===== config.mk =====
export PLATFORM = sky130hd
export DESIGN_NAME = lcd_text_writer
export DESIGN_NICKNAME = d
export VERILOG_FILES = /design/src/rtl/lcd_pkg.sv /design/src/rtl/lcd_text_writer.sv
export SDC_FILE = /design/constraint.sdc
export NUM_CORES = 1
export LEC_CHECK = 0
export BUFFER_PORTS_ARGS = -buffer_cell sky130_fd_sc_hd__buf_2
export CAP_MARGIN = 20
export CORE_ASPECT_RATIO = 0.5
export CORE_MARGIN = 4
export CORE_UTILIZATION = 55
export DETAILED_ROUTE_END_ITERATION = 12
export PLACE_DENSITY = 0.8
export REMOVE_ABC_BUFFERS = 1
export SYNTH_ARGS = -nofsm -noshare
export SYNTH_HDL_FRONTEND = slang
export SYNTH_SLANG_ARGS = --single-unit

===== constraint.sdc =====
create_clock -name CLK -period 3.5 [get_ports CLK]
set_input_delay 0.875 -clock CLK [delete_from_list [all_inputs] [get_ports CLK]]
set_output_delay 0.875 -clock CLK [all_outputs]
set_load 0.01 [all_outputs]

===== src/rtl/lcd_pkg.sv =====
// Shared LCD definitions: text writer states, RS bit, delay helpers and
// DDRAM line base addresses.
package lcd_pkg;

  typedef enum logic [2:0] {
    TS_IDLE    = 3'd0,
    TS_ADDR_HI = 3'd1,
    TS_ADDR_LO = 3'd2,
    TS_CHAR_HI = 3'd3,
    TS_CHAR_LO = 3'd4,
    TS_DONE    = 3'd5
  } text_state_t;

  // RS=1 selects the data register; OR it onto a nibble to send a character.
  localparam logic [4:0] RS_DATA = 5'b10000;

  // DDRAM "set address" commands for the start of each display line.
  localparam logic [7:0] LINE0_ADDR = 8'h80;
  localparam logic [7:0] LINE1_ADDR = 8'hC0;

  // Post-transfer delays in clock cycles, truncating integer arithmetic.
  function automatic logic [20:0] t1us(input int freq);
    return 21'(freq / 1000000);
  endfunction

  function automatic logic [20:0] t10us(input int freq);
    return 21'(10 * (freq / 1000000));
  endfunction

  function automatic logic [20:0] t53us(input int freq);
    return 21'(53 * (freq / 1000000));
  endfunction

  // Control codes and DEL would show as garbage glyphs; print a space instead.
  function automatic logic [7:0] lcd_sanitise(input logic [7:0] c);
    return ((c < 8'h20) || (c == 8'h7F)) ? 8'h20 : c;
  endfunction

endpackage


===== src/rtl/lcd_text_writer.sv =====
// Streams a two-line text frame to the LCD as nibble transfers through
// lcd_transfer: a set-DDRAM-address command per line, then each character.
//
// Handshake: xfer_send/xfer_cmd/xfer_delay form a request that stays stable
// while xfer_send=1; the edge that samples xfer_done=1 with xfer_send=1
// completes it, xfer_send drops for one cycle and the next request appears
// on the following edge. xfer_done seen while xfer_send=0 is ignored.
module lcd_text_writer
  import lcd_pkg::*;
#(
  parameter int FREQ           = 50000000,
  parameter int CHARS_PER_LINE = 16,
  parameter int LINES          = 2
) (
  input  logic                                CLK,
  input  logic                                RESET,
  input  logic                                init_done,
  input  logic                                write_text,
  input  logic [8*LINES*CHARS_PER_LINE-1:0]   text,
  output logic                                ready,
  output logic                                busy,
  output logic                                text_done,
  output logic                                xfer_send,
  output logic [4:0]                          xfer_cmd,
  output logic [20:0]                         xfer_delay,
  input  logic                                xfer_done,
  output logic [2:0]                          state_dbg
);

  localparam int FRAME_BITS = 8 * LINES * CHARS_PER_LINE;
  localparam logic [20:0] T10US = t10us(FREQ);
  localparam logic [20:0] T53US = t53us(FREQ);

  text_state_t           state;
  logic [FRAME_BITS-1:0] textReg;
  logic [3:0]            charCnt;
  logic                  line;

  logic [7:0]  curChar;
  logic [7:0]  lineAddr;
  logic [4:0]  nextCmd;
  logic [20:0] nextDelay;
  logic        lastChar;
  logic        lastLine;

  assign ready     = init_done & ~busy;
  assign state_dbg = state;

  // The latched frame shifts left per character, so the current one is at the MSBs.
  assign curChar  = lcd_sanitise(textReg[FRAME_BITS-1 -: 8]);
  assign lineAddr = line ? LINE1_ADDR : LINE0_ADDR;
  assign lastChar = (charCnt == 4'(CHARS_PER_LINE - 1));
  assign lastLine = (line == 1'(LINES - 1));

  // Command and delay the current state would present on its next request.
  always_comb begin
    nextCmd   = 5'd0;
    nextDelay = 21'd0;
    case (state)
      TS_ADDR_HI: begin
        nextCmd   = {1'b0, lineAddr[7:4]};
        nextDelay = T10US;
      end
      TS_ADDR_LO: begin
        nextCmd   = {1'b0, lineAddr[3:0]};
        nextDelay = T53US;
      end
      TS_CHAR_HI: begin
        nextCmd   = RS_DATA | {1'b0, curChar[7:4]};
        nextDelay = T10US;
      end
      TS_CHAR_LO: begin
        nextCmd   = RS_DATA | {1'b0, curChar[3:0]};
        nextDelay = T53US;
      end
      default: begin
        nextCmd   = 5'd0;
        nextDelay = 21'd0;
      end
    endcase
  end

  // Frame sequencer: one request at a time, advancing on each completed transfer.
  always_ff @(posedge CLK) begin
    if (RESET) begin
      state      <= TS_IDLE;
      textReg    <= '0;
      charCnt    <= 4'd0;
      line       <= 1'b0;
      busy       <= 1'b0;
      text_done  <= 1'b0;
      xfer_send  <= 1'b0;
      xfer_cmd   <= 5'd0;
      xfer_delay <= 21'd0;
    end else begin
      text_done <= 1'b0;
      case (state)
        TS_IDLE: begin
          if (write_text && ready) begin
            textReg <= text;
            charCnt <= 4'd0;
            line    <= 1'b0;
            busy    <= 1'b1;
            state   <= TS_ADDR_HI;
          end
        end

        TS_ADDR_HI, TS_ADDR_LO, TS_CHAR_HI, TS_CHAR_LO: begin
          if (!xfer_send) begin
            xfer_send  <= 1'b1;
            xfer_cmd   <= nextCmd;
            xfer_delay <= nextDelay;
          end else if (xfer_done) begin
            xfer_send <= 1'b0;
            case (state)
              TS_ADDR_HI: state <= TS_ADDR_LO;
              TS_ADDR_LO: state <= TS_CHAR_HI;
              TS_CHAR_HI: state <= TS_CHAR_LO;
              default: begin
                textReg <= textReg << 8;
                if (lastChar) begin
                  charCnt <= 4'd0;
                  if (lastLine) begin
                    text_done <= 1'b1;
                    state     <= TS_DONE;
                  end else begin
                    line  <= line + 1'b1;
                    state <= TS_ADDR_HI;
                  end
                end else begin
                  charCnt <= charCnt + 4'd1;
                  state   <= TS_CHAR_HI;
                end
              end
            endcase
          end
        end

        TS_DONE: begin
          busy  <= 1'b0;
          state <= TS_IDLE;
        end

        default: state <= TS_IDLE;
      endcase
    end
  end

endmodule


==> tab_implementation.tex, run 1 <==
\begin{tabular}{lr}
\hline
Metric & Value \\
\hline
\multicolumn{2}{l}{\textbf{Run status}} \\
Run status & finished, final reports clean \\
\multicolumn{2}{l}{\textbf{Layout}} \\
Area occupied by multi-input gates & 7740 um\^{}2 \\
Layout cells sized above 1 & 24.1\% \\
Area growth syn-to-layout & 14.7\% \\
Sequential cell area in the final layout & 5510 um\^{}2 \\
Number of standard cells in the final layout excluding fillers & 1860 \\
Fillcell total & 2046 \\
Utilization after layout & 64.6\% \\
Layout net count & 1746 \\
\multicolumn{2}{l}{\textbf{Timing}} \\
Rel. slew slack & 25.7\% \\
Total of endpoints with negative setup slack in the final report & 0 \\
Final period demand of the worst path & 2.52 ns \\
Post-route clock skew & 0.00941 ns \\
Slew at the pin closest to its max-slew limit & 1.12 ns \\
Fin Setup TNS & 0 ns \\
Final worst-path cycle share & 72.1\% \\
Fin. Hold Viols & 0 \\
Final-layout worst hold slack & 0.490 ns \\
RSZ-0062 raised after global routing & no \\
Number of slew-limit violations in the final report & 0 \\
Maximum clock frequency & 396 MHz \\
\multicolumn{2}{l}{\textbf{Routing}} \\
Count of TritonRoute iterations in the first routing pass & 5 \\
Remaining number of nets flagged by the antenna check after routing & 0 \\
Average wire per cell in the routed design & 20.4 um \\
Via-per-instance ratio & 6.39 \\
Detailed-route wire length & 38.0 mm \\
Via count & 11900 \\
Starting DRC count in detailed routing & 1090 \\
Number of remaining DRC errors & 0 \\
\multicolumn{2}{l}{\textbf{Clock tree}} \\
Max Buffers Root-to-Sink & 3 \\
Post-cts resize count & 0 \\
TritonCTS clock tree & yes \\
\# hold bufs at CTS & 0 \\
Later-pin clock latency in the skew report & 0.54 ns \\
Root Buffer & sky130\_fd\_sc\_hd\_\_clkbuf\_16 \\
H-tree depth reported by CTS & 1 \\
Inserted Clock Buffers & 26 \\
Clock sink count & 275 \\
Setup repair bufs after CTS & 0 \\
Clock transition at path regs & 0.06 ns \\
\multicolumn{2}{l}{\textbf{Synthesis}} \\
Count of unique library cells instantiated by Yosys & 51 \\
Register area share after synthesis & 38.6\% \\
Share of the synthesized area in the top cell type & 38.6\% \\
Number of enable flip-flop cells after synthesis & 0 \\
Most common cell in the netlist & sky130\_fd\_sc\_hd\_\_dfxtp\_1 \\
Post-synthesis average cell area & 10.6 um\^{}2 \\
Fraction of synthesis flops using an asynchronous set or reset pin & 0\% \\
Synthesized instance count & 1345 \\
Largest cells by area after synthesis & sky130\_fd\_sc\_hd\_\_dfxtp\_1, sky130\_fd\_sc\_hd\_\_mux2i\_1, sky130\_fd\_sc\_hd\_\_o211a\_1 \\
Warning count from the yosys run & 0 \\
Dominant synthesized flop cell & sky130\_fd\_sc\_hd\_\_dfxtp\_1 \\
Number of synthesized register bits & 275 \\
Library cell with the largest summed area after synthesis & sky130\_fd\_sc\_hd\_\_dfxtp\_1 \\
Most instantiated cells after synthesis & sky130\_fd\_sc\_hd\_\_dfxtp\_1, sky130\_fd\_sc\_hd\_\_mux2i\_1, sky130\_fd\_sc\_hd\_\_o211ai\_1, sky130\_fd\_sc\_hd\_\_o211a\_1, sky130\_fd\_sc\_hd\_\_clkbuf\_1 \\
Post-synthesis instance area & 14300 um\^{}2 \\
\multicolumn{2}{l}{\textbf{Pwr}} \\
Clock group share of total power & 40.9\% \\
Leak pwr & 0.00824 uW \\
Power per cell area & 463 nW/um\^{}2 \\
Peak VDD IR & 294 uV \\
Switching power & 1900 uW \\
Sequential fraction of design power & 46.5\% \\
Switching power share of the total & 25.1\% \\
Part of the power in combinational logic & 12.5\% \\
Int Pwr & 5670 uW \\
\multicolumn{2}{l}{\textbf{Hold path}} \\
Path type of the worst min-delay path & reg2reg \\
Worst hold path depth & 1 \\
Worst hold path endpoint & textReg[4]\$\_SDFFE\_PP0P\_ \\
Hold path start & textReg[4]\$\_SDFFE\_PP0P\_ \\
\multicolumn{2}{l}{\textbf{Critical path}} \\
Slowest stage cell, crit path & sky130\_fd\_sc\_hd\_\_dfxtp\_1 \\
Maximum cell stage delay along the critical path & 0.86 ns \\
Worst Setup Start Kind & register \\
CP bufs+invs & 1 \\
Endpoint of the most critical register-to-register path & textReg[241]\$\_SDFFE\_PP0P\_ \\
Endpoint required time on the critical path & 2.62 ns \\
Cell count of the worst reg-to-reg path & 5 \\
Critical path data arrival time & 1.65 ns \\
Slack of the worst reg-to-reg path & 1.07 ns \\
Type of the setup path with the least slack & reg2out \\
Capturing element type of the critical path & primary output \\
Crit Reg-Reg Startpoint & state\_dbg[2]\$\_SDFFE\_PP0P\_ \\
Cell family with the largest share of critical-path delay & flip-flops \\
Largest fanout on the critical path & 23 \\
Cell-by-cell trace of the critical path & buf\_2 \\
\multicolumn{2}{l}{\textbf{Die}} \\
Initial standard-cell utilization of the core & 56.3\% \\
Area of the core region & 25300 um\^{}2 \\
X dimension of the die & 236 um \\
\# IOs & 294 \\
Area of the die & 28700 um\^{}2 \\
Std-Cell Rows & 41 \\
Die extent in y & 122 um \\
\multicolumn{2}{l}{\textbf{Place}} \\
Buffers added on ports & 282 \\
Routability-driven placement congestion ratio & 0.800 \\
Cell count after placement & 1800 \\
Final HPWL DP & 23.2 mm \\
\multicolumn{2}{l}{\textbf{GRT}} \\
Largest net degree at the start of global routing & 205 \\
GRT Overall Usage & 24.3\% \\
Number of global-route vias before repair & 11500 \\
Number of antenna violations at the first check in global routing & 13 \\
First-pass GRT wire length & 59.7 mm \\
Total congestion overflow & 0 \\
\multicolumn{2}{l}{\textbf{Flow run}} \\
\# Max-Cap Violations & 0 \\
\hline
\end{tabular}
[per-stage QoR]
stage | total power (uW) | worst slack (ns) | instance area, um^2
3_3_place_gp | 4470 | 0.886 | 15400
4_1_cts | 7610 | 0.977 | 16300
2_1_floorplan | 4200 | -38.35 | 13200
3_5_place_dp | 4530 | 0.818 | 15400
6_report | 7570 | 0.976 | 16400
5_1_grt | 7860 | 0.897 | 16400
[state kept, by name (all words and copies together), names as in the netlist]
name	cells
textReg	256
lastLine	1
xfer_send	1
xfer_cmd	5
charCnt	4
xfer_delay	3
state_dbg	3
busy	1
text_done	1
[layout make-up]
cell class,instances,share of cell area [%]
Multi-Input combinational cell,877,47.3
Antenna cell,13,0.199
Inverter,6,0.184
Clock inverter,12,1.01
Clock buffer,35,4.74
Timing Repair Buffer,298,10.3
Tap cell,344,2.63
Sequential cell,275,33.7
[power by group through the flow]
stage / Clock (uW) / Combinational, uW / Sequential [uW]
floorplan: 0 / 656 / 3550
global placement: 0 / 903 / 3570
detailed placement: 0 / 942 / 3590
CTS: 3150 / 947 / 3520
global route: 3280 / 1040 / 3550
finish: 3100 / 949 / 3520
[routing by layer]
metal	share of wire (%)	vias up	GRT usage, %	routed length [um]
met5	0.029	-	0	11
met4	3.2	2	7.66	1200
met2	50	299	41.6	18800
met3	3.5	84	3.35	1330
li1	-	5601	-	-
met1	44	5899	32.3	16600
[worst max-delay path by stage]
stage / from / endpoint / slack [ns] / cells past startpoint
CTS: state_dbg[1]$_SDFFE_PP0P_ / state_dbg[1] / 0.98 / 1
floorplan: state_dbg[2]$_SDFFE_PP0P_ / charCnt[3]$_SDFFE_PP0P_ / -38.35 / 3
finish: state_dbg[1]$_SDFFE_PP0P_ / state_dbg[1] / 0.98 / 1
detailed placement: init_done / textReg[166]$_SDFFE_PP0P_ / 0.82 / 5
global route: state_dbg[1]$_SDFFE_PP0P_ / state_dbg[1] / 0.90 / 1
global placement: init_done / textReg[158]$_SDFFE_PP0P_ / 0.89 / 5
[cells by family (layout without fill, tap and decap cells)]
kind of cell / after synthesis / after routing / share of synthesized area, %
buf+inv: 203 / 351 / 7.63
other cells: 1 / 24 / 0.0263
fa+ha+maj: 1 / 1 / 0.0877
compound gates: 544 / 544 / 33.0
mux: 252 / 252 / 17.7
flops: 275 / 275 / 38.6
simple gates: 69 / 69 / 2.97
[cells in the final DEF, fill, tap and decap left out, drive strengths merged, types with 5 or more instances in the layout]
| cell type | Yosys | layout |
|---|---|---|
| o211ai | 251 | 251 |
| nor2 | 6 | 6 |
| clkinv | 1 | 6 |
| o211a | 250 | 250 |
| nand2b | 13 | 13 |
| nor4 | 10 | 10 |
| dfxtp | 275 | 275 |
| buf | 104 | 298 |
| a31o | 8 | 8 |
| nand3 | 8 | 8 |
| diode | 0 | 13 |
| a21oi | 5 | 5 |
| mux2i | 251 | 251 |
| nor3 | 5 | 5 |
| o21ai | 7 | 7 |
| conb | 1 | 11 |
| clkbuf | 93 | 35 |
| inv | 5 | 6 |
Power figures use the tool's default switching activity.
==> run 2: changes to the inputs <==
- CORE_UTILIZATION: 55 -> 50
- PLACE_DENSITY: 0.8 -> 0.77
- clock period: 3.5 -> 2.2 ns (I/O delays scaled with it)
==> run 2 against run 1 <==
Global-route usage shrank 1.0 points. Clock skew about the same. Utilization decreased by 3.8 points. Combinational power up 77%. Sequential share of layout area shrank 1.1 points. Count of clock-buffer cells in the layout unchanged. Hold slack worse by 0.15 ns. Total power rose by 59%. Critical path type unchanged. Highest routed layer is now met4.
==> tab_implementation.tex, run 2 (synthesis gave the netlist of run 1 again) <==
\begin{tabular}{lr}
\hline
Metric & Value \\
\hline
\multicolumn{2}{l}{\textbf{Routing}} \\
Number of remaining DRC errors & 0 (unchanged) \\
Via count & 12000 (was 11900) \\
Remaining number of nets flagged by the antenna check after routing & 0 (unchanged) \\
Detailed-route wire length & 38.8 mm (was 38.0 mm) \\
Starting DRC count in detailed routing & 986 (was 1090) \\
Via-per-instance ratio & 6.21 (was 6.39) \\
Average wire per cell in the routed design & 20.0 um (was 20.4 um) \\
Count of TritonRoute iterations in the first routing pass & 7 (was 5) \\
\multicolumn{2}{l}{\textbf{Layout}} \\
Most common library cell in the layout ignoring fill and taps & sky130\_fd\_sc\_hd\_\_buf\_2 (unchanged) \\
Layout net count & 1785 (was 1746) \\
Commonest cells after routing, fill and taps aside & sky130\_fd\_sc\_hd\_\_buf\_2, sky130\_fd\_sc\_hd\_\_dfxtp\_1, sky130\_fd\_sc\_hd\_\_mux2i\_1, sky130\_fd\_sc\_hd\_\_o211ai\_1, sky130\_fd\_sc\_hd\_\_o211a\_1 (unchanged) \\
Layout cells sized above 1 & 26.1\% (was 24.1\%) \\
Number of flip-flops in the largest register & 256 (unchanged) \\
Top Registers & textReg: 256 flops, xfer\_cmd: 5 flops, charCnt: 4 flops (unchanged) \\
Fillcell total & 2339 (was 2046) \\
Top reg by flops & textReg (unchanged) \\
Area growth syn-to-layout & 18.7\% (was 14.7\%) \\
\multicolumn{2}{l}{\textbf{Flow run}} \\
\# Max-Cap Violations & 0 (unchanged) \\
\multicolumn{2}{l}{\textbf{Clock tree}} \\
TritonCTS clock tree & yes (unchanged) \\
Max Buffers Root-to-Sink & 3 (unchanged) \\
Clock transition at path regs & 0.06 ns (about the same) \\
Setup repair bufs after CTS & 0 (unchanged) \\
Inserted Clock Buffers & 27 (was 26) \\
Post-cts resize count & 0 (unchanged) \\
Root Buffer & sky130\_fd\_sc\_hd\_\_clkbuf\_16 (unchanged) \\
\# hold bufs at CTS & 0 (unchanged) \\
Clock sink count & 275 (unchanged) \\
Later-pin clock latency in the skew report & 0.54 ns (about the same) \\
H-tree depth reported by CTS & 1 (unchanged) \\
\multicolumn{2}{l}{\textbf{Run status}} \\
Run status & finished, final reports clean (unchanged) \\
\multicolumn{2}{l}{\textbf{Critical path}} \\
Largest fanout on the critical path & 45 (was 23) \\
Cell family with the largest share of critical-path delay & buffers and inverters (was flip-flops) \\
Capturing element type of the critical path & primary output (unchanged) \\
Slowest stage cell, crit path & sky130\_fd\_sc\_hd\_\_dfxtp\_4 (was sky130\_fd\_sc\_hd\_\_dfxtp\_1) \\
CP bufs+invs & 2 (was 1) \\
Type of the setup path with the least slack & reg2out (unchanged) \\
Endpoint required time on the critical path & 1.65 ns (was 2.62 ns) \\
Cell-by-cell trace of the critical path & buf\_12, buf\_2 (was buf\_2) \\
Critical path data arrival time & 1.56 ns (was 1.65 ns) \\
Worst Setup Start Kind & register (unchanged) \\
Maximum cell stage delay along the critical path & 0.46 ns (was 0.86 ns) \\
\multicolumn{2}{l}{\textbf{Die}} \\
X dimension of the die & 247 um (was 236 um) \\
Die extent in y & 127 um (was 122 um) \\
Area of the core region & 27900 um\^{}2 (was 25300 um\^{}2) \\
\# IOs & 294 (unchanged) \\
Area of the die & 31500 um\^{}2 (was 28700 um\^{}2) \\
Initial standard-cell utilization of the core & 51.2\% (was 56.3\%) \\
Std-Cell Rows & 43 (was 41) \\
\multicolumn{2}{l}{\textbf{Pwr}} \\
Part of the power in combinational logic & 13.9\% (was 12.5\%) \\
Leak pwr & 0.00851 uW (was 0.00824 uW) \\
Clock group share of total power & 39.8\% (was 40.9\%) \\
Peak VDD IR & 594 uV (was 294 uV) \\
Switching power share of the total & 25.8\% (was 25.1\%) \\
Switching power & 3110 uW (was 1900 uW) \\
Sequential fraction of design power & 46.3\% (was 46.5\%) \\
Int Pwr & 8960 uW (was 5670 uW) \\
Power per cell area & 713 nW/um\^{}2 (was 463 nW/um\^{}2) \\
\multicolumn{2}{l}{\textbf{GRT}} \\
Total congestion overflow & 0 (unchanged) \\
First-pass GRT wire length & 61.3 mm (was 59.7 mm) \\
GRT Overall Usage & 23.3\% (was 24.3\%) \\
Largest net degree at the start of global routing & 81 (was 205) \\
Number of antenna violations at the first check in global routing & 15 (was 13) \\
Number of global-route vias before repair & 11600 (was 11500) \\
\multicolumn{2}{l}{\textbf{Place}} \\
Routability-driven placement congestion ratio & 0.854 (was 0.800) \\
Buffers added on ports & 282 (unchanged) \\
Final HPWL DP & 26.0 mm (was 23.2 mm) \\
\multicolumn{2}{l}{\textbf{Timing}} \\
Post-route clock skew & 0.00958 ns (was 0.00941 ns) \\
Final period demand of the worst path & 2.11 ns \\
Maximum clock frequency & 473 MHz \\
RSZ-0062 raised after global routing & no (unchanged) \\
Final-layout worst hold slack & 0.336 ns (was 0.490 ns) \\
Fin. Hold Viols & 0 (unchanged) \\
Final worst-path cycle share & 96.1\% \\
Rel. slew slack & 58.3\% (was 25.7\%) \\
Total of endpoints with negative setup slack in the final report & 0 (unchanged) \\
Number of slew-limit violations in the final report & 0 (unchanged) \\
Slew at the pin closest to its max-slew limit & 0.624 ns (was 1.12 ns) \\
Fin Setup TNS & 0 ns (unchanged) \\
\multicolumn{2}{l}{\textbf{Hold path}} \\
Path type of the worst min-delay path & in2reg (was reg2reg) \\
\hline
\end{tabular}
==> run 2: layer usage <==
layer | up-vias | GRT usage [%] | share of wire [%]
met2 | 324 | 39.4 | 49
met4 | 0 | 8.80 | 3.4
met1 | 5952 | 30.3 | 43
met3 | 89 | 3.31 | 3.8
met5 | - | 0 | 0
li1 | 5681 | - | -
==> run 2: path summary, 6_finish.rpt <==
check / from / to / slack [ns] / cells past startpoint
min reg2reg: textReg[144]$_SDFFE_PP0P_ / textReg[144]$_SDFFE_PP0P_ / 0.50 / 1
max: state_dbg[2]$_SDFFE_PP0P_ / state_dbg[2] / 0.09 / 2
min: xfer_done / state_dbg[2]$_SDFFE_PP0P_ / 0.34 / 3
max reg2reg: state_dbg[2]$_SDFFE_PP0P_ / xfer_cmd[2]$_SDFFE_PP0P_ / 0.37 / 4
==> run 2: final cells by class <==
type                    count  area [um^2]  share of cell area (%)
diodes                     15         37.5                   0.222
well taps                 382          478                    2.82
inverters                   6         30.0                   0.177
multi-input cells         877         7740                    45.7
flip-flops and latches    275         5510                    32.5
clock buffers              35          787                    4.65
clock inverters            14          134                   0.791
repair buffers            336         2220                    13.1
==> run 2: stage by stage <==
step	utilization [%]	area, um^2	setup WS (ns)	power, uW	cells
floorplan	-	13200	-39.65	6690	1158
global placement	57.3	16000	0.244	7280	1876
detailed placement	57.3	16000	0.177	7360	1876
CTS	60.6	16900	0.0654	12200	1925
global route	60.8	16900	0.0135	12600	1940
finish	60.8	16900	0.0869	12100	1940
==> run 2: worst min-delay path, cell delays in order <==
cell and delay (ns):
sky130_fd_sc_hd__buf_2 0.14, sky130_fd_sc_hd__nand3_1 0.08, sky130_fd_sc_hd__a21oi_1 0.06
==> run 2: power by group through the flow <==
stage	Clock, uW	Sequential [uW]	Combinational [uW]
5_1_grt	5130	5630	1840
3_3_place_gp	0	5670	1610
3_5_place_dp	0	5690	1670
6_report	4800	5590	1680
4_1_cts	4910	5580	1680
2_1_floorplan	0	5640	1040
==> run 3: changes to the inputs <==
- CELL_PAD_IN_SITES_DETAIL_PLACEMENT: unset -> 0
- CELL_PAD_IN_SITES_GLOBAL_PLACEMENT: unset -> 2
- CORE_UTILIZATION: 50 -> 32
- PLACE_DENSITY: 0.77 -> unset
- PLACE_DENSITY_LB_ADDON: unset -> 0.1
==> run 3 against run 2 <==
Via count shrank 2.5%. Non-clock buffer count increased by 11. Die area increased by 53%. Worst setup slack gained 0.031 ns. Hold slack lost 0.020 ns. Clock power up 4%. Utilization is 21 points lower. Count of clock-buffer cells in the layout increased by 9. Register-to-register slack about the same. Critical endpoint unchanged. Highest routed layer is now met5.
==> tab_implementation.tex, run 3 (synthesis gave the netlist of run 1 again) <==
\begin{tabular}{lr}
\hline
Metric & Value \\
\hline
\multicolumn{2}{l}{\textbf{Clock tree}} \\
Root Buffer & sky130\_fd\_sc\_hd\_\_clkbuf\_16 (unchanged) \\
Setup repair bufs after CTS & 0 (unchanged) \\
Inserted Clock Buffers & 29 (was 27) \\
TritonCTS clock tree & yes (unchanged) \\
Max Buffers Root-to-Sink & 3 (unchanged) \\
Clock transition at path regs & 0.06 ns (about the same) \\
H-tree depth reported by CTS & 1 (unchanged) \\
Later-pin clock latency in the skew report & 0.55 ns (was 0.54 ns) \\
Clock sink count & 275 (unchanged) \\
\# hold bufs at CTS & 0 (unchanged) \\
\multicolumn{2}{l}{\textbf{Timing}} \\
Post-route setup slack & 0.118 ns (was 0.0869 ns) \\
Post-route clock skew & 0.0155 ns (was 0.00958 ns) \\
Slew at the pin closest to its max-slew limit & 0.631 ns (was 0.624 ns) \\
Rel. slew slack & 57.9\% (was 58.3\%) \\
Number of slew-limit violations in the final report & 0 (unchanged) \\
Final period demand of the worst path & 2.08 ns (was 2.11 ns) \\
Final worst-path cycle share & 94.6\% (was 96.1\%) \\
RSZ-0062 raised after global routing & no (unchanged) \\
Maximum clock frequency & 480 MHz (was 473 MHz) \\
Total of endpoints with negative setup slack in the final report & 0 (unchanged) \\
Fin Setup TNS & 0 ns (unchanged) \\
Fin. Hold Viols & 0 (unchanged) \\
\multicolumn{2}{l}{\textbf{Pwr}} \\
Power per cell area & 709 nW/um\^{}2 (was 713 nW/um\^{}2) \\
Peak VDD IR & 538 uV (was 594 uV) \\
Leak pwr & 0.00857 uW (was 0.00851 uW) \\
\multicolumn{2}{l}{\textbf{Die}} \\
Initial standard-cell utilization of the core & 32.6\% (was 51.2\%) \\
Die extent in y & 157 um (was 127 um) \\
Area of the die & 48200 um\^{}2 (was 31500 um\^{}2) \\
Std-Cell Rows & 54 (was 43) \\
X dimension of the die & 307 um (was 247 um) \\
Area of the core region & 43800 um\^{}2 (was 27900 um\^{}2) \\
\# IOs & 294 (unchanged) \\
\multicolumn{2}{l}{\textbf{Critical path}} \\
Endpoint required time on the critical path & 1.65 ns (about the same) \\
Capturing element type of the critical path & primary output (unchanged) \\
Critical path data arrival time & 1.53 ns (was 1.56 ns) \\
Largest fanout on the critical path & 41 (was 45) \\
Type of the setup path with the least slack & reg2out (unchanged) \\
Slack of the worst reg-to-reg path & 0.38 ns (was 0.37 ns) \\
Worst Setup Start Kind & register (unchanged) \\
\multicolumn{2}{l}{\textbf{Run status}} \\
Run status & finished, final reports clean (unchanged) \\
\multicolumn{2}{l}{\textbf{Routing}} \\
Number of remaining DRC errors & 0 (unchanged) \\
Starting DRC count in detailed routing & 672 (was 986) \\
Detailed-route wire length & 42.9 mm (was 38.8 mm) \\
Via-per-instance ratio & 5.47 (was 6.21) \\
Count of TritonRoute iterations in the first routing pass & 5 (was 7) \\
Average wire per cell in the routed design & 20.0 um (about the same) \\
Remaining number of nets flagged by the antenna check after routing & 0 (unchanged) \\
Via count & 11700 (was 12000) \\
\multicolumn{2}{l}{\textbf{Layout}} \\
Layout net count & 1798 (was 1785) \\
Commonest cells after routing, fill and taps aside & sky130\_fd\_sc\_hd\_\_buf\_2, sky130\_fd\_sc\_hd\_\_dfxtp\_1, sky130\_fd\_sc\_hd\_\_mux2i\_1, sky130\_fd\_sc\_hd\_\_o211ai\_1, sky130\_fd\_sc\_hd\_\_o211a\_1 (unchanged) \\
Area growth syn-to-layout & 20.9\% (was 18.7\%) \\
Number of standard cells in the final layout excluding fillers & 2145 (was 1940) \\
Layout cells sized above 1 & 26.4\% (was 26.1\%) \\
Top reg by flops & textReg (unchanged) \\
Post-layout instance area & 17200 um\^{}2 (was 16900 um\^{}2) \\
Number of flip-flops in the largest register & 256 (unchanged) \\
Most common library cell in the layout ignoring fill and taps & sky130\_fd\_sc\_hd\_\_buf\_2 (unchanged) \\
Top Registers & textReg: 256 flops, xfer\_cmd: 5 flops, charCnt: 4 flops (unchanged) \\
\multicolumn{2}{l}{\textbf{Hold path}} \\
Path type of the worst min-delay path & in2reg (unchanged) \\
\multicolumn{2}{l}{\textbf{GRT}} \\
GRT Overall Usage & 16.8\% (was 23.3\%) \\
Number of global-route vias before repair & 11400 (was 11600) \\
First-pass GRT wire length & 66.6 mm (was 61.3 mm) \\
Total congestion overflow & 0 (unchanged) \\
Largest net degree at the start of global routing & 75 (was 81) \\
Number of antenna violations at the first check in global routing & 4 (was 15) \\
\multicolumn{2}{l}{\textbf{Place}} \\
Final HPWL DP & 28.3 mm (was 26.0 mm) \\
Buffers added on ports & 282 (unchanged) \\
DP Worst Slack & 0.205 ns (was 0.177 ns) \\
Cell count after placement & 2093 (was 1876) \\
Routability-driven placement congestion ratio & 0.726 (was 0.854) \\
Area after detailed placement & 16300 um\^{}2 (was 16000 um\^{}2) \\
\multicolumn{2}{l}{\textbf{Flow run}} \\
\# Max-Cap Violations & 0 (unchanged) \\
\hline
\end{tabular}
==> run 3: cell count changes in the layout (fill, tap and decap cells not counted), moves of 2 or more <==
cell                       change
sky130_fd_sc_hd__diode_2      -14
sky130_fd_sc_hd__buf_4        +13
sky130_fd_sc_hd__clkbuf_1      +4
sky130_fd_sc_hd__clkbuf_8      +4
sky130_fd_sc_hd__clkinv_2      -3
sky130_fd_sc_hd__buf_12        -2
==> run 3: final cells by class <==
cell class | count | area, um^2
Sequential cell | 275 | 5510
Antenna cell | 1 | 2.50
Timing Repair Buffer | 347 | 2270
Clock buffer | 44 | 882
Tap cell | 588 | 736
Multi-Input combinational cell | 877 | 7740
Clock inverter | 7 | 63.8
Fill cell | 4388 | 26500
Inverter | 6 | 30.0
==> run 3: timing repair <==
action | in CTS | in global routing
endpoints found under the setup margin | 1 | 0
resized for setup | 3 | 0
endpoints found under the hold margin | 0 | 0
==> run 3: per-stage QoR <==
stage	utilization, %	power [uW]	hold WS (ns)
finish	39.4	12200	0.315
global route	39.4	12900	0.300
CTS	39.4	12500	0.279
floorplan	-	6690	0.460
detailed placement	37.2	7390	0.473
global placement	37.2	7340	0.472
==> run 3: per-layer routing <==
| layer | GRT usage, % | share of wire [%] | vias to the layer above |
|---|---|---|---|
| li1 | - | - | 5707 |
| met1 | 23.2 | 46 | 5796 |
| met2 | 28.1 | 49 | 177 |
| met3 | 2.61 | 3.2 | 57 |
| met4 | 3.16 | 1.6 | 6 |
| met5 | 0 | 0.072 | - |
==> run 3: final timing paths <==
check | from | to | depth (start not counted)
setup / recovery | state_dbg[2]$_SDFFE_PP0P_ | state_dbg[2] | 2
hold / removal | xfer_done | state_dbg[2]$_SDFFE_PP0P_ | 3
hold reg to reg | xfer_cmd[0]$_SDFFE_PP0P_ | xfer_cmd[0]$_SDFFE_PP0P_ | 1
setup reg to reg | state_dbg[2]$_SDFFE_PP0P_ | textReg[105]$_SDFFE_PP0P_ | 5
==> run 3: worst max-delay path: stages (launching register included) <==
cell and delay, ns:
sky130_fd_sc_hd__dfxtp_4 0.47, sky130_fd_sc_hd__buf_12 0.29, sky130_fd_sc_hd__buf_2 0.19
==> run 3: power breakdown <==
| part | total, uW | switching (uW) | leakage (uW) | internal, uW |
|---|---|---|---|---|
| Clock | 4970 | 2110 | 0.000473 | 2860 |
| Combinational | 1680 | 862 | 0.00584 | 819 |
| Sequential | 5580 | 214 | 0.00225 | 5360 |
| Total | 12200 | 3180 | 0.00857 | 9040 |
